`config.mk`:
```
export PLATFORM = sky130hd
export DESIGN_NAME = router_pkt_reg
export DESIGN_NICKNAME = d
export VERILOG_FILES = /design/src/rtl/router_pkt_reg.sv
export SDC_FILE = /design/constraint.sdc
export NUM_CORES = 1
export LEC_CHECK = 0
export CORE_ASPECT_RATIO = 1.75
export CORE_UTILIZATION = 48
export DETAILED_ROUTE_END_ITERATION = 10
export PLACE_DENSITY = 0.74
export SLEW_MARGIN = 20
export SYNTH_ARGS = -nofsm -noshare
export SYNTH_HDL_FRONTEND = slang
export SYNTH_SLANG_ARGS = --single-unit
```
`constraint.sdc`:
```
create_clock -name clock -period 1.4 [get_ports clock]
set_clock_uncertainty 0.05 [all_clocks]
set_input_delay 0.28 -clock clock [delete_from_list [all_inputs] [get_ports clock]]
set_output_delay 0.28 -clock clock [all_outputs]
set_load 0.1 [all_outputs]
```
`src/rtl/router_pkt_reg.sv`:
```
// Router datapath register stage: header latch, payload/hold byte steering to dout,
// running parity accumulation and parity-error / low-valid reporting to the control FSM.
module router_pkt_reg #(
   parameter int DATA_WIDTH = 8,
   parameter int ADDR_BITS  = 2
) (
   input  logic                  clock,
   input  logic                  resetn,
   input  logic                  pkt_valid,
   input  logic [DATA_WIDTH-1:0] data_in,
   input  logic                  fifo_full,
   input  logic                  detect_add,
   input  logic                  lfd_state,
   input  logic                  ld_state,
   input  logic                  laf_state,
   input  logic                  full_state,
   input  logic                  rst_int_reg,
   output logic [DATA_WIDTH-1:0] dout,
   output logic                  parity_done,
   output logic                  low_packet_valid,
   output logic                  err
);

   logic [DATA_WIDTH-1:0] dout_q, dout_d;
   logic [DATA_WIDTH-1:0] header_q, header_d;
   logic [DATA_WIDTH-1:0] hold_q, hold_d;
   logic                  hold_tag_q, hold_tag_d;
   logic [DATA_WIDTH-1:0] int_parity_q, int_parity_d;
   logic [DATA_WIDTH-1:0] pkt_parity_q, pkt_parity_d;
   logic                  parity_done_q, parity_done_d;
   logic                  low_pkt_valid_q, low_pkt_valid_d;
   logic                  err_q, err_d;

   always_comb begin
      dout_d          = dout_q;
      header_d        = header_q;
      hold_d          = hold_q;
      hold_tag_d      = hold_tag_q;
      int_parity_d    = int_parity_q;
      pkt_parity_d    = pkt_parity_q;
      parity_done_d   = parity_done_q;
      low_pkt_valid_d = low_pkt_valid_q;
      err_d           = err_q;

      // full_state needs no branch: everything holds by default
      if (detect_add) begin
         if (pkt_valid && (data_in[ADDR_BITS-1:0] != '1)) begin
            header_d = data_in;
         end
         int_parity_d  = '0;
         parity_done_d = 1'b0;
      end else if (lfd_state) begin
         dout_d       = header_q;
         int_parity_d = int_parity_q ^ header_q;
      end else if (ld_state) begin
         if (fifo_full) begin
            hold_d     = data_in;
            hold_tag_d = pkt_valid;
         end else begin
            dout_d = data_in;
            if (pkt_valid) begin
               int_parity_d = int_parity_q ^ data_in;
            end else begin
               pkt_parity_d  = data_in;
               parity_done_d = 1'b1;
            end
         end
      end else if (laf_state) begin
         dout_d = hold_q;
         if (hold_tag_q) begin
            int_parity_d = int_parity_q ^ hold_q;
         end else if (!parity_done_q) begin
            pkt_parity_d  = hold_q;
            parity_done_d = 1'b1;
         end
      end

      if (ld_state && !pkt_valid) begin
         low_pkt_valid_d = 1'b1;
      end else if (rst_int_reg) begin
         low_pkt_valid_d = 1'b0;
      end

      // err is cleared when a new packet starts and otherwise only re-evaluated in the check cycle
      if (!detect_add && lfd_state) begin
         err_d = 1'b0;
      end else if (rst_int_reg && parity_done_q) begin
         err_d = (int_parity_q != pkt_parity_q);
      end
   end

   always_ff @(posedge clock) begin
      if (!resetn) begin
         dout_q          <= '0;
         header_q        <= '0;
         hold_q          <= '0;
         hold_tag_q      <= 1'b0;
         int_parity_q    <= '0;
         pkt_parity_q    <= '0;
         parity_done_q   <= 1'b0;
         low_pkt_valid_q <= 1'b0;
         err_q           <= 1'b0;
      end else begin
         dout_q          <= dout_d;
         header_q        <= header_d;
         hold_q          <= hold_d;
         hold_tag_q      <= hold_tag_d;
         int_parity_q    <= int_parity_d;
         pkt_parity_q    <= pkt_parity_d;
         parity_done_q   <= parity_done_d;
         low_pkt_valid_q <= low_pkt_valid_d;
         err_q           <= err_d;
      end
   end

   assign dout             = dout_q;
   assign parity_done      = parity_done_q;
   assign low_packet_valid = low_pkt_valid_q;
   assign err              = err_q;

endmodule
```
==> impl_metrics.csv, run 1 <==
group,metric,value,unit
clock_network,numCtsBuffers,5,
run_status,status,"complete, no violations",
place,dp.cells,313,
clock_network,htreeDepth,2,
drt,post_drt_via_cell_ratio,5.586,
critical_path,endpoint_kind,"flop",
drt,wl_per_cell,15.34,um
critical_path,max_stage_delay,330,ps
critical_path,cp.arrival,1510,ps
finish,area_growth,44.68,%
floorplan,die_h,88.63,um
critical_path,critPathKind,"input port to flop",
grt,grt_pass1_wl,8183,um
grt,gr-usage-all-layers,0.2373,
drt,dr.pass1.iters,4,
critical_path,critPathLaunchType,"input port",
clock_network,clock_latency,290,ps
drt,drc,0,
finish,filler_cell_count,301,
place,port_buffers,27,
yosys,syn_nets,242,
power_and_ir_drop,p_leak,0.001280,uW
yosys,synth_warnings,0,
timing,holdWs,253.2,ps
place,hpwl,3510,um
clock_network,path_clk_slew,80,ps
yosys,postSynthAreaPerCell,9.189,sq um
yosys,ys_types,34,
finish,nets,294,
yosys,ys_ff_latch,44,
grt,grt_pass1_vias,1778,
yosys,syn_inst,224,
finish,antenna_cells,0,
yosys,synth_compound_area_frac,0.1714,
yosys,ys_top_cells_by_area,"dfxtp_1, mux2i_1, a21oi_1",
drt,vias,1821,
critical_path,path_cells,"buf_2, bufbuf_16, or2_2, a21o_2, nand3_1, a21oi_1",
timing,tns,0,ps
job,maxCapViolCount,0,
yosys,synth_top_family_by_area,"multiplexers",
clock_network,clkSinkCount,44,
grt,grt_max_degree,35,
power_and_ir_drop,finalPower,2823,uW
finish,final_common_cell,"dfxtp_1",
floorplan,rows,31,
yosys,synth_top_cell_area_share,0.4280,
timing,clock.fmax,724.8,MHz
floorplan,fp.coreArea,4111,sq um
yosys,synthAdderAreaFrac,0,
timing,min_period,1380,ps
min_path,hp-class,"input port to flop",
yosys,synthSimpleGateAreaFrac,0.1587,
yosys,syn_area,2058,sq um
finish,layout.cells.non_filler,326,
grt,overflow,0,
drt,wl,5001,um
floorplan,io_pins,29,
yosys,synthMuxAreaShare,0.1799,
timing,setup_viol,0,
critical_path,required,1530,ps
power_and_ir_drop,vdd_ir_drop_max,1.051,mV
clock_network,cts_tree,"done",
floorplan,fp.dieArea,4564,sq um
finish,layout_common_cells,"dfxtp_1, nand2_1, nor2_1, a21oi_1, buf_12",
critical_path,critical_path.slowest_cell,"or2_2",
critical_path,cp_max_fo,8,
clock_network,cts-root-buf,"clkbuf_8",
floorplan,die_w,51.50,um
floorplan,start_util,0.5006,
place,gp_congestion,0.8144,
drt,drtAntennaViolNets,0,
timing,finalHoldViolCount,0,
timing,timing.final.crit_share,0.9855,
yosys,yosysTopAreaCell,"dfxtp_1",
timing,max_slew_margin,0.7857,
timing,tightest_slew,313.3,ps
yosys,synthXorXnorAreaFrac,0.02553,
clock_network,cts_buffer_depth,2,
power_and_ir_drop,power_density,947.9,nW/um^2
timing,slew_viol_final,0,
drt,drtIter0Drc,46,
finish,drive_above_1_share,0.3249,
grt,antenna_found_initial,0,
yosys,yosysSeqAreaShare,0.4280,
==> per-layer routing <==
metal,vias up,wire [um],track usage
met5,-,0,0
met4,0,138,0.1007
met3,14,142,0.04296
li1,887,-,-
met2,50,2720,0.4215
met1,870,1999,0.2721
==> sequential cells by signal (all words and copies together) (netlist names) <==
name	flops
hold_q	8
parity_done	1
low_packet_valid	1
hold_tag_q	1
header_q	8
int_parity_q	8
err	1
dout	8
pkt_parity_q	8
==> report_power, final <==
group / switching (uW) / internal [uW] / total [uW]
clock network: 432 / 512 / 944
registers: 30.1 / 1290 / 1320
logic: 290 / 272 / 562
==> final cells by class <==
class,instances,area [sq um],area share
Clock inverter,1,8.758,0.002941
Inverter,6,25.02,0.008403
Clock buffer,7,107.6,0.03613
Tap cell,49,61.31,0.02059
Sequential cell,44,887.1,0.2979
Multi-Input combinational cell,165,1171,0.3933
Timing Repair Buffer,54,716.9,0.2408
==> path summary, 6_finish.rpt <==
kind,from,to,slack [ps],cells after the start
worst max-delay path,ld_state,dout[0]$_SDFFE_PN0P_,20,6
worst min-delay path,data_in[6],hold_q[6]$_SDFFE_PN0P_,250,3
worst max register to register,hold_q[7]$_SDFFE_PN0P_,int_parity_q[7]$_SDFFE_PP0P_,70,4
worst min register to register,hold_q[4]$_SDFFE_PN0P_,hold_q[4]$_SDFFE_PN0P_,410,2
==> what timing repair did <==
item / 4_1_cts / 5_1_grt
buffers inserted: 3 / 1
pin swaps: 3 / 3
gates resized for setup: 18 / 21
hold buffers: 0 / 0
endpoints found under the setup margin: 35 / 14
gates cloned: 2 / 0
==> Yosys cell counts <==
cell / n
o21ai_0: 9
mux2_4: 8
a211oi_1: 2
nor3b_2: 1
nor3_2: 1
mux2_2: 8
or2_2: 1
nand3_1: 11
dfxtp_1: 44
nand2_1: 31
a31o_2: 5
a31o_1: 3
a2111oi_0: 1
clkbuf_1: 4
a221o_1: 1
xnor2_1: 6
nor2_1: 25
nor4_1: 1
inv_1: 3
o221ai_1: 1
a21oi_1: 26
nand2b_1: 2
o221ai_4: 1
a21o_1: 1
inv_2: 1
o221ai_2: 1
a21oi_4: 1
buf_2: 2
clkinv_1: 2
mux2i_1: 16
buf_6: 2
nor3b_1: 1
clkbuf_2: 1
nor2b_1: 1
==> cells by family (layout without fill, tap and decap cells) <==
| logic type | after synthesis | after routing |
|---|---|---|
| AO/OA/AOI/OAI | 52 | 52 |
| XOR/XNOR | 6 | 6 |
| buffers and inverters | 15 | 68 |
| flip-flops | 44 | 44 |
| multiplexers | 32 | 32 |
| AND/OR/NAND/NOR | 75 | 75 |
==> metrics by stage <==
stage | utilization | setup slack [ps] | instance area [sq um]
final | 0.7243 | 20.33 | 2978
after global routing | 0.7243 | -11.64 | 2978
after CTS | 0.7097 | 1.886 | 2918
after detailed placement | 0.6567 | -638.2 | 2700
after global placement | 0.6567 | -597.9 | 2700
after floorplan | - | -44.66 | 2081
==> critical path: cells and delay by family <==
family	cells	cell delay (ps)
buffers and inverters	2	410
AO/OA/AOI/OAI	2	350
AND/OR/NAND/NOR	2	470
(Power assumes the default switching activity.)
==> run 2, diff against run 1 <==
SKIP_LAST_GASP = 1   (was not set)
==> run 2 against run 1 <==
Net effect: critical path depth fell by 2; combinational power barely moved; largest cell class unchanged; routed wire length barely moved.
==> impl_metrics.csv, run 2 (synthesized netlist as in run 1, its figures left out) <==
group,metric,value,unit
critical_path,endpoint_kind,"flop",
finish,antenna_cells,0,
timing,holdWs,253.1,ps
timing,setup_viol,0,
critical_path,cp.arrival,1530,ps
power_and_ir_drop,seqPwrFrac,0.466,
run_status,status,"complete, no violations",
drt,vias,1821,
place,port_buffers,27,
clock_network,numCtsBuffers,5,
min_path,min_from,"data_in[6]",
floorplan,fp.coreArea,4111,sq um
drt,drtAntennaViolNets,0,
finish,final_core_util,0.7237,
clock_network,cts_hold_buf,0,
critical_path,rrSetupSlack,70,ps
timing,rsz0062_at_grt,"true",
timing,timing.final.crit_share,0.9885,
critical_path,timing.rr.start,"hold_q[7]$_SDFFE_PN0P_",
critical_path,reg2regPathDepth,4,
clock_network,cts-root-buf,"clkbuf_8",
power_and_ir_drop,power_frac_clock,0.334,
power_and_ir_drop,power_frac_comb,0.199,
finish,nets,294,
critical_path,cp_max_fo,4,
grt,grt_pass1_wl,8183,um
drt,drtIter0Drc,46,
clock_network,cts_tree,"done",
clock_network,cts_buffer_depth,2,
power_and_ir_drop,p_leak,0.001271,uW
timing,finalHoldViolCount,0,
min_path,hold-path-endpoint,"hold_q[6]$_SDFFE_PN0P_",
grt,grt_pass1_vias,1778,
clock_network,path_clk_slew,90,ps
timing,max_slew_margin,0.7857,
finish,area_growth,44.56,%
grt,antenna_found_initial,0,
finish,filler_cell_count,301,
timing,slew_viol_final,0,
floorplan,io_pins,29,
power_and_ir_drop,p_int,2071,uW
clock_network,clock_latency,290,ps
clock_network,htreeDepth,2,
job,maxCapViolCount,0,
timing,clock.fmax,722.6,MHz
min_path,hold_depth,3,
power_and_ir_drop,switching_share,0.2663,
drt,wl,5000,um
grt,gr-usage-all-layers,0.2373,
finish,drive_above_1_share,0.3249,
clock_network,clkSinkCount,44,
floorplan,die_w,51.50,um
critical_path,required,1540,ps
floorplan,start_util,0.5006,
drt,post_drt_via_cell_ratio,5.586,
drt,drc,0,
finish,layout_common_cells,"dfxtp_1, nand2_1, nor2_1, a21oi_1, buf_12",
grt,overflow,0,
critical_path,rr_endpoint,"int_parity_q[7]$_SDFFE_PP0P_",
place,place_ws,-638.2,ps
critical_path,critPathKind,"input port to flop",
power_and_ir_drop,vdd_ir_drop_max,1.051,mV
place,hpwl,3510,um
finish,seqCellArea,887.1,sq um
place,gp_congestion,0.8144,
power_and_ir_drop,power_density,948.6,nW/um^2
finish,final_common_cell,"dfxtp_1",
power_and_ir_drop,p_switching,751.5,uW
timing,worst_slack,16.14,ps
grt,grt_max_degree,35,
floorplan,die_h,88.63,um
min_path,hp-class,"input port to flop",
floorplan,fp.dieArea,4564,sq um
finish,multiInputGateArea,1171,sq um
timing,min_period,1384,ps
drt,dr.pass1.iters,4,
drt,wl_per_cell,15.34,um
timing,tightest_slew,313.3,ps
floorplan,rows,31,
critical_path,critPathLaunchType,"input port",
## run 2: cell count changes in the layout (fill, tap and decap cells not counted)
cell             previous run  this run
clkdlybuf4s50_1             4         5
dlymetal6s2s_1              3         2
## run 2: critical path: stages
cell	delay, ps
clkdlybuf4s50_1	470
mux2_4	290
mux2_4	280
a31o_1	210
## run 2: repair_timing
action,4_1_cts,5_1_grt
resized for setup,18,20
endpoints found under the setup margin,35,14
buffers inserted,3,1
cloned,2,0
pin swaps,3,3
## run 2: area by class of cell
class                           instances  area share
Clock buffer                            7     0.03616
Clock inverter                          1    0.002944
Inverter                                6    0.008410
Multi-Input combinational cell        165      0.3936
Sequential cell                        44      0.2982
Tap cell                               49     0.02061
Timing Repair Buffer                   54      0.2401
## run 2: worst max-delay path by stage
stage / slack [ps] / cells past startpoint / end / startpoint
2_1_floorplan: -40 / 5 / int_parity_q[1]$_SDFFE_PP0P_ / ld_state
3_3_place_gp: -600 / 6 / int_parity_q[2]$_SDFFE_PP0P_ / ld_state
3_5_place_dp: -640 / 6 / int_parity_q[7]$_SDFFE_PP0P_ / ld_state
4_1_cts: 2 / 4 / int_parity_q[6]$_SDFFE_PP0P_ / data_in[6]
5_1_grt: -30 / 5 / int_parity_q[1]$_SDFFE_PP0P_ / data_in[1]
6_report: 20 / 4 / int_parity_q[1]$_SDFFE_PP0P_ / data_in[1]
## run 2: power groups by stage
stage	combinational [uW]	sequential, uW	clock, uW
after detailed placement	505	1340	0
after global placement	498	1340	0
final	563	1320	943
after floorplan	218	1410	0
after global routing	595	1320	1010
after CTS	542	1320	970
## run 2: routing by layer
layer / global-route usage / share of wire / vias to the layer above / wire length (um)
met2: 0.4215 / 0.54 / 50 / 2718
met4: 0.1007 / 0.028 / 0 / 138
met1: 0.2721 / 0.40 / 870 / 2001
li1: - / - / 887 / -
met3: 0.04296 / 0.028 / 14 / 142
met5: 0 / 0 / - / 0
## run 2: metrics by stage
step,setup TNS (ps),power [uW],area [sq um],instances
after floorplan,-226.8,1631,2081,224
after global placement,-17460,1841,2700,313
after detailed placement,-18570,1850,2700,313
after CTS,0,2828,2918,325
after global routing,-46.11,2924,2975,326
final,0,2822,2975,326
